## config.mk

```make
export PLATFORM = sky130hd
export DESIGN_NAME = br_pred_gshare_flat
export DESIGN_NICKNAME = d
export VERILOG_FILES = /design/src/rtl/br_pred_gshare_pkg.sv /design/src/rtl/br_pred_gshare_if.sv /design/src/rtl/br_pred_gshare_btb.sv /design/src/rtl/br_pred_gshare.sv /design/src/flat_wrapper.sv
export SDC_FILE = /design/constraint.sdc
export NUM_CORES = 2
export LEC_CHECK = 0
export CAP_MARGIN = 15
export CORE_ASPECT_RATIO = 0.6
export CORE_MARGIN = 3
export CORE_UTILIZATION = 45
export DETAILED_ROUTE_END_ITERATION = 16
export PLACE_DENSITY = 0.59
export SLEW_MARGIN = 5
export SYNTH_ARGS = -nofsm -noshare
export SYNTH_HDL_FRONTEND = slang
export SYNTH_SLANG_ARGS = --single-unit
```

## constraint.sdc

```tcl
create_clock -name clk -period 5.5 [get_ports clk]
set_clock_uncertainty 0.1 [all_clocks]
set_input_delay 1.1 -clock clk [delete_from_list [all_inputs] [get_ports clk]]
set_output_delay 1.1 -clock clk [all_outputs]
set_load 0.02 [all_outputs]
```

## src/rtl/br_pred_gshare_pkg.sv

```systemverilog
// Shared RV32I encodings and branch-predictor types: the 2-bit saturating
// counter, the prediction metadata layout and the counter update rule.
package rv32i_types;
    typedef logic [31:0] rv32i_word;

    typedef enum logic [6:0] {
        op_lui   = 7'b0110111,
        op_auipc = 7'b0010111,
        op_jal   = 7'b1101111,
        op_jalr  = 7'b1100111,
        op_br    = 7'b1100011,
        op_load  = 7'b0000011,
        op_store = 7'b0100011,
        op_imm   = 7'b0010011,
        op_reg   = 7'b0110011,
        op_csr   = 7'b1110011
    } rv32i_opcode;
endpackage

package br_pred_gshare_pkg;
    localparam int BP_GHR_W   = 8;
    localparam int BP_PHT_IDX = 8;

    typedef enum logic [1:0] {
        SNT = 2'b00,
        WNT = 2'b01,
        WT  = 2'b10,
        ST  = 2'b11
    } sat_ctr_t;

    typedef struct packed {
        logic [BP_PHT_IDX-1:0] pht_idx;
        logic [BP_GHR_W-1:0]   ghr;
    } bp_meta_t;

    function automatic sat_ctr_t sat_next(input sat_ctr_t ctr, input logic taken);
        sat_ctr_t nxt;
        nxt = ctr;
        case (ctr)
            SNT:     nxt = taken ? WNT : SNT;
            WNT:     nxt = taken ? WT  : SNT;
            WT:      nxt = taken ? ST  : WNT;
            ST:      nxt = taken ? ST  : WT;
            default: nxt = WNT;
        endcase
        return nxt;
    endfunction
endpackage

```

## src/rtl/br_pred_gshare_if.sv

```systemverilog
// Fetch-side prediction and EX-side resolution signals of the gshare predictor.
interface br_pred_gshare_if #(
    parameter int PHT_IDX = 8,
    parameter int GHR_W   = 8
);
    import rv32i_types::*;

    logic                     if_valid;
    logic                     if_stall;
    rv32i_word                if_pc;
    logic                     pred_taken;
    rv32i_word                pred_target;
    logic [PHT_IDX+GHR_W-1:0] pred_meta;
    logic                     ex_valid;
    rv32i_opcode              ex_opcode;
    rv32i_word                ex_pc;
    logic                     ex_taken;
    rv32i_word                ex_target;
    logic [PHT_IDX+GHR_W-1:0] ex_meta;
    logic                     ex_mispredict;
    logic [31:0]              mispred_count;

    modport master (
        output if_valid, if_stall, if_pc,
        output ex_valid, ex_opcode, ex_pc, ex_taken, ex_target, ex_meta, ex_mispredict,
        input  pred_taken, pred_target, pred_meta, mispred_count
    );

    modport slave (
        input  if_valid, if_stall, if_pc,
        input  ex_valid, ex_opcode, ex_pc, ex_taken, ex_target, ex_meta, ex_mispredict,
        output pred_taken, pred_target, pred_meta, mispred_count
    );
endinterface

```

## src/rtl/br_pred_gshare_btb.sv

```systemverilog
// Tagged direct-mapped branch target buffer: combinational lookup, synchronous write.
module bp_btb #(
    parameter int BTB_IDX = 4,
    parameter int TAG_W   = 12
) (
    input  logic        clk,
    input  logic        rst,
    input  logic [31:0] lookup_pc,
    output logic        hit,
    output logic [31:0] target,
    input  logic        wr_en,
    input  logic [31:0] wr_pc,
    input  logic [31:0] wr_target
);
    localparam int ENTRIES = 2 ** BTB_IDX;

    logic [ENTRIES-1:0] valid_r;
    logic [TAG_W-1:0]   tag_r    [ENTRIES];
    logic [31:0]        target_r [ENTRIES];

    logic [BTB_IDX-1:0] rd_idx_s;
    logic [BTB_IDX-1:0] wr_idx_s;
    logic [TAG_W-1:0]   rd_tag_s;
    logic [TAG_W-1:0]   wr_tag_s;
    logic               unused_pc_s;

    assign rd_idx_s    = lookup_pc[2 +: BTB_IDX];
    assign rd_tag_s    = lookup_pc[2 + BTB_IDX +: TAG_W];
    assign wr_idx_s    = wr_pc[2 +: BTB_IDX];
    assign wr_tag_s    = wr_pc[2 + BTB_IDX +: TAG_W];
    assign unused_pc_s = ^{lookup_pc, wr_pc};

    // Lookup reads pre-write contents; a same-cycle write is seen next cycle.
    always_comb begin
        hit    = 1'b0;
        target = target_r[rd_idx_s];
        if (valid_r[rd_idx_s] && (tag_r[rd_idx_s] == rd_tag_s)) begin
            hit = 1'b1;
        end else begin
            hit = 1'b0;
        end
    end

    // Valid bits: cleared on reset, set on allocation.
    always_ff @(posedge clk) begin
        if (rst) begin
            valid_r <= {ENTRIES{1'b0}};
        end else if (wr_en) begin
            valid_r[wr_idx_s] <= 1'b1;
        end else begin
            valid_r <= valid_r;
        end
    end

    // Tag and target storage; qualified by valid so no reset is needed.
    always_ff @(posedge clk) begin
        if (wr_en && !rst) begin
            tag_r[wr_idx_s]    <= wr_tag_s;
            target_r[wr_idx_s] <= wr_target;
        end
    end
endmodule

```

## src/rtl/br_pred_gshare.sv

```systemverilog
// Gshare branch predictor: PC^GHR indexed counter table, tagged BTB, speculative
// global history with checkpoint recovery and a saturating mispredict counter.
module br_pred_gshare
    import rv32i_types::*;
    import br_pred_gshare_pkg::*;
#(
    parameter int GHR_W   = 8,
    parameter int PHT_IDX = 8,
    parameter int BTB_IDX = 4,
    parameter int TAG_W   = 12
) (
    input logic             clk,
    input logic             rst,
    br_pred_gshare_if.slave bus
);
    localparam int PHT_ENTRIES = 2 ** PHT_IDX;

    sat_ctr_t           pht_r [PHT_ENTRIES];
    logic [GHR_W-1:0]   ghr_r;
    logic [31:0]        mispred_count_r;

    logic [PHT_IDX-1:0] pht_idx_s;
    logic [1:0]         ctr_s;
    logic               btb_hit_s;
    logic [31:0]        btb_target_s;
    logic               pred_taken_s;
    logic               upd_s;
    logic               recover_s;
    logic               btb_wr_s;
    logic [PHT_IDX-1:0] ex_pht_idx_s;
    logic [GHR_W-1:0]   ex_ghr_s;
    logic               unused_meta_s;

    assign ex_pht_idx_s  = bus.ex_meta[GHR_W +: PHT_IDX];
    assign ex_ghr_s      = bus.ex_meta[GHR_W-1:0];
    assign unused_meta_s = ex_ghr_s[GHR_W-1];

    bp_btb #(
        .BTB_IDX (BTB_IDX),
        .TAG_W   (TAG_W)
    ) u_btb (
        .clk       (clk),
        .rst       (rst),
        .lookup_pc (bus.if_pc),
        .hit       (btb_hit_s),
        .target    (btb_target_s),
        .wr_en     (btb_wr_s),
        .wr_pc     (bus.ex_pc),
        .wr_target (bus.ex_target)
    );

    // Fetch-side prediction, combinational from registered state.
    always_comb begin
        pht_idx_s    = bus.if_pc[2 +: PHT_IDX] ^ PHT_IDX'(ghr_r);
        ctr_s        = pht_r[pht_idx_s];
        pred_taken_s = bus.if_valid && btb_hit_s && ctr_s[1];
        if (pred_taken_s) begin
            bus.pred_target = btb_target_s;
        end else begin
            bus.pred_target = bus.if_pc + 32'd4;
        end
        bus.pred_taken    = pred_taken_s;
        bus.pred_meta     = {pht_idx_s, ghr_r};
        bus.mispred_count = mispred_count_r;
    end

    // Update qualification: only resolved conditional branches touch state.
    always_comb begin
        upd_s     = bus.ex_valid && (bus.ex_opcode == op_br);
        recover_s = upd_s && bus.ex_mispredict;
        btb_wr_s  = upd_s && bus.ex_taken;
    end

    // Pattern history table.
    always_ff @(posedge clk) begin
        if (rst) begin
            for (int i = 0; i < PHT_ENTRIES; i++) begin
                pht_r[i] <= WNT;
            end
        end else if (upd_s) begin
            pht_r[ex_pht_idx_s] <= sat_next(pht_r[ex_pht_idx_s], bus.ex_taken);
        end else begin
            pht_r[ex_pht_idx_s] <= pht_r[ex_pht_idx_s];
        end
    end

    // Global history: recovery from the checkpoint wins over a speculative shift.
    always_ff @(posedge clk) begin
        if (rst) begin
            ghr_r <= {GHR_W{1'b0}};
        end else if (recover_s) begin
            ghr_r <= {ex_ghr_s[GHR_W-2:0], bus.ex_taken};
        end else if (bus.if_valid && !bus.if_stall && btb_hit_s) begin
            ghr_r <= {ghr_r[GHR_W-2:0], pred_taken_s};
        end else begin
            ghr_r <= ghr_r;
        end
    end

    // Saturating mispredict counter.
    always_ff @(posedge clk) begin
        if (rst) begin
            mispred_count_r <= 32'd0;
        end else if (recover_s && (mispred_count_r != 32'hFFFF_FFFF)) begin
            mispred_count_r <= mispred_count_r + 32'd1;
        end else begin
            mispred_count_r <= mispred_count_r;
        end
    end
endmodule

```

## src/flat_wrapper.sv

```systemverilog
// flat-port wrapper written by rule: the top's interface ports become plain ports
module br_pred_gshare_flat import rv32i_types::*; import br_pred_gshare_pkg::*;
#(
    parameter int GHR_W   = 8,
    parameter int PHT_IDX = 8,
    parameter int BTB_IDX = 4,
    parameter int TAG_W   = 12
)
  (clk, rst, bus_if_valid, bus_if_stall, bus_if_pc, bus_ex_valid, bus_ex_opcode, bus_ex_pc, bus_ex_taken, bus_ex_target, bus_ex_meta, bus_ex_mispredict, bus_pred_taken, bus_pred_target, bus_pred_meta, bus_mispred_count);
  br_pred_gshare_if #(.PHT_IDX(PHT_IDX), .GHR_W(GHR_W)) bus_i ();
  input logic clk;
  input logic rst;
  input wire logic [$bits(bus_i.if_valid)-1:0] bus_if_valid;
  input wire logic [$bits(bus_i.if_stall)-1:0] bus_if_stall;
  input wire logic [$bits(bus_i.if_pc)-1:0] bus_if_pc;
  input wire logic [$bits(bus_i.ex_valid)-1:0] bus_ex_valid;
  input wire logic [$bits(bus_i.ex_opcode)-1:0] bus_ex_opcode;
  input wire logic [$bits(bus_i.ex_pc)-1:0] bus_ex_pc;
  input wire logic [$bits(bus_i.ex_taken)-1:0] bus_ex_taken;
  input wire logic [$bits(bus_i.ex_target)-1:0] bus_ex_target;
  input wire logic [$bits(bus_i.ex_meta)-1:0] bus_ex_meta;
  input wire logic [$bits(bus_i.ex_mispredict)-1:0] bus_ex_mispredict;
  output wire logic [$bits(bus_i.pred_taken)-1:0] bus_pred_taken;
  output wire logic [$bits(bus_i.pred_target)-1:0] bus_pred_target;
  output wire logic [$bits(bus_i.pred_meta)-1:0] bus_pred_meta;
  output wire logic [$bits(bus_i.mispred_count)-1:0] bus_mispred_count;
  assign bus_i.if_valid = bus_if_valid;
  assign bus_i.if_stall = bus_if_stall;
  assign bus_i.if_pc = bus_if_pc;
  assign bus_i.ex_valid = bus_ex_valid;
  assign bus_i.ex_opcode = bus_ex_opcode;
  assign bus_i.ex_pc = bus_ex_pc;
  assign bus_i.ex_taken = bus_ex_taken;
  assign bus_i.ex_target = bus_ex_target;
  assign bus_i.ex_meta = bus_ex_meta;
  assign bus_i.ex_mispredict = bus_ex_mispredict;
  assign bus_pred_taken = bus_i.pred_taken;
  assign bus_pred_target = bus_i.pred_target;
  assign bus_pred_meta = bus_i.pred_meta;
  assign bus_mispred_count = bus_i.mispred_count;
  br_pred_gshare #(.GHR_W(GHR_W), .PHT_IDX(PHT_IDX), .BTB_IDX(BTB_IDX), .TAG_W(TAG_W)) u_core (.clk(clk), .rst(rst), .bus(bus_i));
endmodule
```

==> reports/summary.txt <==
=============================================================================
Ratio of cells with drive above 1 in the final layout ..........        32.2%
Number of max-cap violations ...................................            0
Start point of the critical path ............................... bus_if_pc[3]
Fraction of the yosys area taken by sequential cells ...........        64.2%
Synth top area cells ........................................... edfxtp_1, mux4_2, or2_2
Number of library cell types mapped by synthesis ...............           73
Clk Tree Root Cell .............................................    clkbuf_16
P&R area growth vs syn .........................................        18.0%
Nature of the critical path endpoint ........................... primary output
Share of the clock period used by the worst path after layout ..         100%
Avg WL per Cell ................................................      29.8 µm
Startpoint of the tightest hold check path ..................... u_core.u_btb.valid_r[15]
Max Transition Viols Final .....................................            0
Worst ir drop on vdd ...........................................   0.000268 V
Async set-or-reset flop fraction in the synthesized netlist ....           0%
Actual transition at the worst max-transition pin ..............     0.952 ns
Area share of the leading cell type in the synthesized netlist .        62.3%
Area leader, netlist ...........................................     edfxtp_1
Global-route congestion overflow total .........................            0
GRT met2 Usage .................................................        34.4%
Via count ......................................................        36693
Total number of yosys warnings .................................            0
Total Die Area .................................................   135000 µm²
Share of power burned in combinational logic ...................        10.1%
Net switching power of the design ..............................      5.16 mW
Final WS setup .................................................  -0.00185 ns
Worst r2r src .................................................. u_core.pht_r[58][1]
Critical path launch point type ................................    input pin
Antenna violations before repair ...............................           12
Count of final hold-check violations ...........................            0
Maximum clock insertion buffer count ...........................            3
Met3 usage in global routing ...................................        7.28%
Final layout net count .........................................         4194
Part of the total power dissipated in sequential elements ......        49.5%
I/O pin cnt ....................................................          207
Pre-antenna DRT Iters ..........................................            5
Die H ..........................................................       286 µm
Final RePlAce weighted congestion ..............................        0.923
Violated checks ................................................ negative setup slack
Global-route wire length before repair .........................    254000 µm
Final-layout setup total negative slack ........................  -0.00185 ns
Critical Setup Path Class ...................................... input pin to primary output
RSZ-0062 raised after global routing ...........................         true
Insertion delay to the later sink of the worst-skew pair .......      0.77 ns
1st-iter DRT viols .............................................         4906
Chain of cells forming the critical path ....................... clkbuf_8 > xor2_4 > buf_12 > mux4_2 > a2111oi_4 > nand3_2 > nand4_1 > nor3_2 > buf_4 > o21ai_4 > buf_12 > buf_6 > clkbuf_16 > mux2_4 > buf_6
Number of nets in the synthesized netlist ......................         3902
Critical path data arrival time ................................      4.30 ns
Average size of a mapped cell ..................................     15.5 µm²
Post-DP HPWL ...................................................    108000 µm
X dimension of the die .........................................       472 µm
Number of placement rows .......................................          101
Hold WC Path Type .............................................. flip-flop to flip-flop
Total Wirelength ...............................................    175000 µm
Setup Viol. Count Final ........................................            1
Number of global-route vias before repair ......................        35375
Cells after Synth ..............................................         3774
Static leakage .................................................      21.5 nW
CTS tree .......................................................          yes
Clock slew at reported path FFs ................................      0.06 ns
Core region area ...............................................   128000 µm²
Drt via density ................................................         6.25
Primary FF master, synth .......................................     edfxtp_1
Final Core Density .............................................        54.1%
Int Power ......................................................      16.5 mW
Sw frac ........................................................        23.8%
Largest net degree at the start of global routing ..............          184
GR met1 Demand/Resource ........................................        41.7%
Post-synthesis instance area ...................................    58600 µm²
Worst slew margin ..............................................        36.6%
H-tree depth reported by CTS ...................................            3
Result of the run .............................................. finished with violations
Clock network fraction of total power ..........................        40.4%
Slowest-stage cell, CP .........................................       mux4_2
Highest net fanout along the worst path ........................            8
Post-synth EDFFs ...............................................         1216
Global route hottest layer .....................................         met1
Hold-fix buffers, CTS ..........................................            0
Clock buffers created by TritonCTS .............................          118
Yosys reg bits .................................................         1272
Port-buffer cells ..............................................          189
Final ANT Viol Nets ............................................            0
Shortest clock period the worst path allows after layout .......      5.50 ns
Worst path max stage delay .....................................      0.58 ns
Required time of the critical path .............................      4.30 ns
Max frequency ..................................................      182 MHz
PD cells .......................................................   313 nW/µm²
DR DRC count ...................................................            0
Sink count of the clock tree ...................................         1272
Initial standard-cell utilization of the core ..................        45.9%
Total routing resource utilization after global routing ........        25.8%
=============================================================================
==> cells in the mapped netlist (5+ instances only) <==
cell type and instances:
edfxtp_1 1216, mux4_2 396, nor2_1 348, nand3_1 288
nor3_1 277, or2_2 262, clkbuf_1 167, nand2_1 91
buf_2 81, mux2i_1 57, dfxtp_1 56, xnor2_1 47
buf_6 41, a22oi_1 39, buf_4 38, inv_1 34
mux2_1 28, a21oi_1 27, xor2_1 25, buf_1 22
nand4_1 19, o22ai_1 19, o21ai_0 14, or3_1 14
and3_1 13, mux2_2 12, mux4_1 12, nor2b_1 11
a211oi_1 10, nand3_2 10, a221oi_1 9, a31oi_1 7
nand2b_1 7, a2111oi_0 6, nor4_1 6, a22o_1 5
and4_1 5
==> stage by stage <==
step	instance area (µm²)	cells	hold slack, ns	power (mW)	setup slack, ns
after global placement	64000	5599	0.354	13.0	-0.832
after CTS	68900	5852	0.374	21.7	-0.126
final	69200	5867	0.375	21.6	-0.00185
after global routing	69200	5867	0.396	22.3	-0.0967
after detailed placement	64000	5599	0.361	13.0	-0.839
after floorplan	58600	3774	0.345	12.1	0.236
==> logic make-up (layout without fill, tap and decap cells) <==
family	count (synthesis)	after routing	synth area share [%]
xor gates and xnor gates	73	73	1.10
muxes	505	505	17.5
buffers and inverters	389	779	3.49
AOI/OAI and AO/OA	165	165	1.98
adders and majority gates	2	2	0.0427
other	0	4	0
and+or+nand+nor	1368	1368	11.7
DFF	1272	1272	64.2
==> cells in the final DEF (no fill, tap or decap), types with 19 or more instances in the layout <==
cell type and instances:
dfxtp_1 54, clkbuf_16 124, buf_6 27, nor2_1 327, clkinv_2 22, edfxtp_1 1216, xnor2_1 42, clkbuf_1 20
nand2_1 87, buf_4 241, o22ai_1 19, buf_12 70, xor2_1 24, inv_1 33, a22oi_1 34, mux4_2 398
or2_2 262, clkdlybuf4s50_1 148, mux2i_1 49, a21oi_1 24, nor3_1 275, nand3_1 281, clkinv_1 22, nand4_1 19
==> cell type report <==
type,instances,area [µm²]
fillers,10269,58700
flip-flops and latches,1272,37600
multi-input cells,2113,19600
repair buffers,523,5560
clock buffers,143,3140
well taps,1699,2130
clock inverters,75,950
inverters,37,148
repair inverters,1,11.3
diodes,4,10.0
==> power groups by stage <==
stage | Sequential (mW) | Clock, mW | Combinational (mW)
2_1_floorplan | 10.9 | 0 | 1.20
3_3_place_gp | 10.9 | 0 | 2.04
3_5_place_dp | 10.9 | 0 | 2.05
4_1_cts | 10.7 | 8.88 | 2.13
5_1_grt | 10.7 | 9.26 | 2.30
6_report | 10.7 | 8.74 | 2.19
==> state kept, by name (all words and copies together), names as in the netlist <==
signal and count:
u_core.u_btb.tag_r 192, u_core.u_btb.target_r 512, u_core.u_btb.valid_r 16, u_core.pht_r 512, u_core.bus.mispred_count 32, u_core.ghr_r 8
==> repair_timing <==
item | in CTS | in global routing
cloned | 10 | 2
endpoints found under the setup margin | 33 | 33
pin swaps | 19 | 19
resized for setup | 156 | 114
buffers inserted | 26 | 12
==> worst paths after layout <==
kind / endpoint / slack (ns) / depth (start not counted)
min reg2reg: u_core.u_btb.valid_r[15] / 0.37 / 2
max reg2reg: u_core.pht_r[194][0] / 1.67 / 9
max: bus_pred_target[27] / -0.002 / 15
min: u_core.u_btb.valid_r[15] / 0.37 / 2
==> per-layer routing <==
metal  part of all wire [%]  vias up  routed length, µm
met4                    2.0        4               3490
met3                     11      236              19900
met1                     46    19114              80200
met2                     41     1984              71300
li1                       -    15355                  -
met5                  0.012        -                 21
==> worst max-delay path: cells and delay by family <==
| kind | cells | cell delay [ns] |
|---|---|---|
| compound gates | 2 | 0.56 |
| xor+xnor | 1 | 0.20 |
| buf+inv | 7 | 1.02 |
| mux | 2 | 0.89 |
| simple gates | 3 | 0.47 |
(Power assumes the default switching activity.)
